[config.mk]
export PLATFORM = sky130hd
export DESIGN_NAME = demultiplexor_1x4_stream
export DESIGN_NICKNAME = d
export VERILOG_FILES = /design/src/rtl/demultiplexor_1x4_stream.sv
export SDC_FILE = /design/constraint.sdc
export NUM_CORES = 1
export LEC_CHECK = 0
export ABC_AREA = 0
export ABC_CLOCK_PERIOD_IN_PS = 4420
export CAP_MARGIN = 20
export CORE_MARGIN = 3
export CORE_UTILIZATION = 49
export CTS_CLUSTER_DIAMETER = 40
export CTS_CLUSTER_SIZE = 12
export DETAILED_ROUTE_END_ITERATION = 8
export GPL_ROUTABILITY_DRIVEN = 0
export PLACE_DENSITY = 0.85
export SYNTH_ARGS = -nofsm -noshare
export SYNTH_HDL_FRONTEND = slang
export SYNTH_SLANG_ARGS = --single-unit
[constraint.sdc]
create_clock -name clock -period 4.42 [get_ports clock]
set_input_delay 1.326 -clock clock [delete_from_list [all_inputs] [get_ports clock]]
set_output_delay 1.326 -clock clock [all_outputs]
set_load 0.05 [all_outputs]
[src/rtl/demultiplexor_1x4_stream.sv]
// demultiplexor_1x4_stream: routes one input word stream to four registered output channels.
// Optional per-channel accepted-word counters are built when DEMULTIPLEXOR_STATS_EN is defined.
module demultiplexor_1x4_stream #(
    parameter int BIT_WIDTH = 32
) (
    input  logic                 clock,
    input  logic                 reset_n,
    input  logic                 flush,
    input  logic                 in_valid,
    output logic                 in_ready,
    input  logic [1:0]           in_select,
    input  logic [BIT_WIDTH-1:0] in_data,
    output logic [3:0]           out_valid,
    input  logic [3:0]           out_ready,
    output logic [BIT_WIDTH-1:0] out_data0,
    output logic [BIT_WIDTH-1:0] out_data1,
    output logic [BIT_WIDTH-1:0] out_data2,
`ifdef DEMULTIPLEXOR_STATS_EN
    output logic [BIT_WIDTH-1:0] out_data3,
    output logic [15:0]          count0,
    output logic [15:0]          count1,
    output logic [15:0]          count2,
    output logic [15:0]          count3
`else
    output logic [BIT_WIDTH-1:0] out_data3
`endif
);
    logic [3:0]           full_q, full_d;
    logic [BIT_WIDTH-1:0] data_q [4];
    logic [BIT_WIDTH-1:0] data_d [4];
    logic                 wr;

    assign in_ready  = reset_n && !flush && (!full_q[in_select] || out_ready[in_select]);
    assign wr        = in_valid && in_ready;
    assign out_valid = full_q;
    assign out_data0 = data_q[0];
    assign out_data1 = data_q[1];
    assign out_data2 = data_q[2];
    assign out_data3 = data_q[3];

    // Per-channel next state: a write fills, an unmatched drain empties, flush empties everything.
    always_comb begin
        full_d = full_q;
        data_d = data_q;
        for (int i = 0; i < 4; i++) begin
            full_d[i] = !flush && ((wr && in_select == 2'(i)) || (full_q[i] && !out_ready[i]));
            data_d[i] = (wr && in_select == 2'(i)) ? in_data : data_q[i];
        end
    end

    // Channel state and data registers; data survives flush, only state is cleared.
    always_ff @(posedge clock or negedge reset_n) begin
        if (!reset_n) begin
            full_q <= '0;
            for (int i = 0; i < 4; i++) data_q[i] <= '0;
        end else begin
            full_q <= full_d;
            data_q <= data_d;
        end
    end

`ifdef DEMULTIPLEXOR_STATS_EN
    logic [15:0] count_q [4];
    logic [15:0] count_d [4];

    assign count0 = count_q[0];
    assign count1 = count_q[1];
    assign count2 = count_q[2];
    assign count3 = count_q[3];

    // Saturating count of accepted words per channel; flush does not touch it.
    always_comb begin
        count_d = count_q;
        for (int i = 0; i < 4; i++)
            count_d[i] = (wr && in_select == 2'(i) && count_q[i] != 16'hFFFF) ? count_q[i] + 16'd1 : count_q[i];
    end

    // Counter registers, cleared only by reset.
    always_ff @(posedge clock or negedge reset_n) begin
        if (!reset_n) begin
            for (int i = 0; i < 4; i++) count_q[i] <= '0;
        end else begin
            count_q <= count_d;
        end
    end
`endif
endmodule

==> PnR_summary.wiki <==
{| class="wikitable"
! Metric !! Value
|-
| Fin Setup TNS || 0 ns
|-
| Maximum buffer depth of the clock tree || 2
|-
| EDFF count, synth || 0
|-
| Diodes inserted || 0
|-
| Register area share after synthesis || 62.8%
|-
| Post-route clock period utilization || 91.9%
|-
| Drt wl/cell || 19.9 um
|-
| Via count of the first global-routing pass || 3669
|-
| Yosys warning total || 0
|-
| Vert. Die Dim || between 100 and 150 um
|-
| Fraction of power consumed by combinational cells || 39.5%
|-
| First-pass GRT wire length || 20000 um
|-
| Via Count || 3261
|-
| Drt first pass iters || 4
|-
| HPWL after detailed placement || around 8700 um
|-
| Number of nets in the layout || approximately 530
|-
| Syn Inst Count || 301
|-
| Port Buffer Count || 174
|-
| Number of antenna violations at the first check in global routing || 0
|-
| IR drop worst, VDD || 0.000362 V
|-
| Vias per cell || 5.14
|-
| Fraction of final layout cells sized beyond drive strength 1 || 34.9%
|-
| Critical path launch point || in_select[0]
|-
| Largest net degree at the start of global routing || 85
|-
| Syn Nets || 343
|-
| Worst-Margin Slew || 0.627 ns
|-
| Post-synthesis mux area share || 31.1%
|-
| Fraction of synthesized cell area in xor and xnor cells || 0%
|-
| Crit path launch type || input pin
|-
| Number of placed I/O pins || around 180
|-
| Total of hold buffers inserted after clock tree synthesis || 0
|-
| Shortest clock period the worst path allows after layout || 4.06 ns
|-
| Clock Power Share || 27.9%
|-
| Starting utilization of the core area || 50.7%
|-
| Max-slew headroom || 58.2%
|-
| Syn_area_per_cell || around 17 um2
|-
| Number of cell rows || 37
|-
| Full die area || 12000 um2
|-
| Clock network latency to the later pin of the worst-skew pair || 0.52 ns
|-
| Count of endpoints failing setup in the final report || 0
|-
| Switching portion of total power || a little under two fifths
|-
| Worst-path maximum fanout || 10
|-
| DRC marker count from the first detailed-route iteration || 142
|-
| Post-synthesis compound-gate area fraction || less than 1%
|-
| Launch instance of the worst min-delay path || out_data3[19]
|-
| DP Worst Slack || 0.400 ns
|-
| Combinational family with the most area after synthesis || multiplexers
|-
| Number of H-tree levels || 4
|-
| Die boundary width || 110 um
|-
| Critical path endpoint category || output pin
|-
| Worst Hold Class || reg2reg
|-
| TritonCTS clock tree || built
|-
| Post-synth design cell area || roughly 5300 um2
|-
| Share of synthesized cell area in and, or, nand and nor gates || under 10%
|-
| Reported net switching power || between 1.5 and 2 mW
|-
| Total wire length || 12600 um
|-
| Worst reg2reg startpoint || out_valid[0]
|-
| Register bit total from synthesis || 132
|-
| Remaining routing DRC violations || 0
|-
| Min setup slack post-route || 0.358 ns
|-
| Power Total || 5.05 mW
|-
| Run status || completed
|-
| Top achievable clock speed || 246 MHz
|-
| Library cell used as clock root buffer || clkbuf_8
|-
| Static leakage || between 3 and 4 nW
|-
| # resized after CTS || 0
|-
| ANT nets after route || 0
|-
| Total non-filler cell area in the finished layout || 7720 um2
|-
| Core area || 10400 um2
|-
| Synthesis-to-layout area growth || 46.8%
|-
| Standard cell area after detailed placement || 7090 um2
|-
| CTS Buf Count || 17
|-
| Max Cap Violations || 0
|-
| GRT Residual Overflow || 0
|-
| Proportion of synthesized flip-flops having asynchronous set or reset || 100%
|-
| Post CTS Setup Buffer Count || 0
|-
| PD cells || between 600 and 700 nW/um2
|-
| Layout filler cell count || 686
|-
| Overall Global Routing Usage || 22.5%
|-
| Required time at the endpoint of the critical path || 3.09 ns
|-
| Clock transition at the registers of the reported paths || 0.05 ns
|-
| Internal cell power || 3.14 mW
|-
| Worst setup path class || in2out
|-
| Signal arrival time at the worst endpoint || roughly 2.7 ns
|-
| Worst Clk Skew || approximately 0.009 ns
|-
| Hold violation count in the final report || 0
|-
| Final core occ || 74.4%
|-
| RSZ-0062 raised after global routing || no
|-
| Clock Sinks || 132
|-
| Post-synthesis share of cell area spent on full adders, half adders and majority gates || 0%
|-
| Top FF cell, synth || dfrtp_1
|-
| Unique cell type count in the Yosys netlist || 21
|-
| Pins over their slew limit || 0
|-
| Sequential group share of total power || 32.6%
|}
==> synthesized netlist by cell type (2+ instances only) <==
library cell  count  area [um2]
a21oi_1           5        25.0
and4b_1           2        20.0
buf_2             3        15.0
buf_6            12         135
clkbuf_1          2        7.51
dfrtp_1         132        3300
mux2_2           79         890
mux2_4           49         736
nand2b_1          4        25.0
nand3b_1          2        15.0
==> kinds of logic after synthesis <==
family	count (synthesis)
flip-flops	132
multiplexers	129
buffers and inverters	18
AND/OR/NAND/NOR	16
AO/OA/AOI/OAI	6
==> layout make-up <==
type                            instances  area [um2]  area share, %
Tap cell                              136         170           2.21
Sequential cell                       132        3300           42.8
Timing Repair Buffer                  184        1860           24.1
Multi-Input combinational cell        151        1790           23.1
Clock buffer                           22         473           6.13
Clock inverter                         10         128           1.65
==> state kept, by name, summed over array words and instances, names as in the netlist <==
register and cells:
out_valid 4, out_data2 32, out_data3 32, out_data1 32, out_data0 32
==> critical path, cell delays in order <==
cell             delay, ns
clkdlybuf4s50_1       0.64
nand4bb_1             0.17
o311ai_0              0.14
a21oi_1               0.27
buf_12                0.18
==> worst paths after layout <==
| kind | endpoint | slack, ns | cells past startpoint |
|---|---|---|---|
| worst max-delay path | in_ready | 0.36 | 5 |
| worst min-delay path | out_data3[19] | 0.50 | 1 |
| worst max register to register | out_data0[5] | 2.71 | 4 |
| worst min register to register | out_data3[19] | 0.50 | 1 |
| max in group asynchronous | out_data2[31] | 2.38 | 4 |
| min in group asynchronous | out_valid[0] | 0.96 | 2 |
==> metal layers <==
layer  part of all wire, %  vias to the layer above  global-route usage (%)
met5                     0                        -                       0
met4                   1.9                        0                    8.46
met3                   7.8                       17                    8.81
met2                    52                      124                    37.5
met1                    39                     1681                    26.4
li1                      -                     1439                       -
==> power groups by stage <==
stage          Clock [mW]  Sequential, mW  Combinational (mW)
2_1_floorplan           0            2.61               0.317
3_3_place_gp            0            1.64                1.97
3_5_place_dp            0            1.66                2.00
4_1_cts              1.43            1.65                2.01
5_1_grt              1.50            1.68                2.07
6_report             1.41            1.65                2.00
==> metrics by stage <==
stage               hold WS, ns  cells
finish                    0.502    635
global route              0.514    635
CTS                       0.507    634
detailed placement        0.495    602
global placement          0.488    602
floorplan                 0.801    301
==> cells in the final DEF (no fill, tap or decap), drive strengths merged, types with 2 or more instances in the layout <==
cell type	count
clkdlybuf4s50	172
dfrtp	132
mux2	128
clkbuf	22
buf	12
clkinv	6
a21oi	5
nand2b	4
bufinv	3
nand3b	2
and4b	2
(Power assumes the default switching activity.)
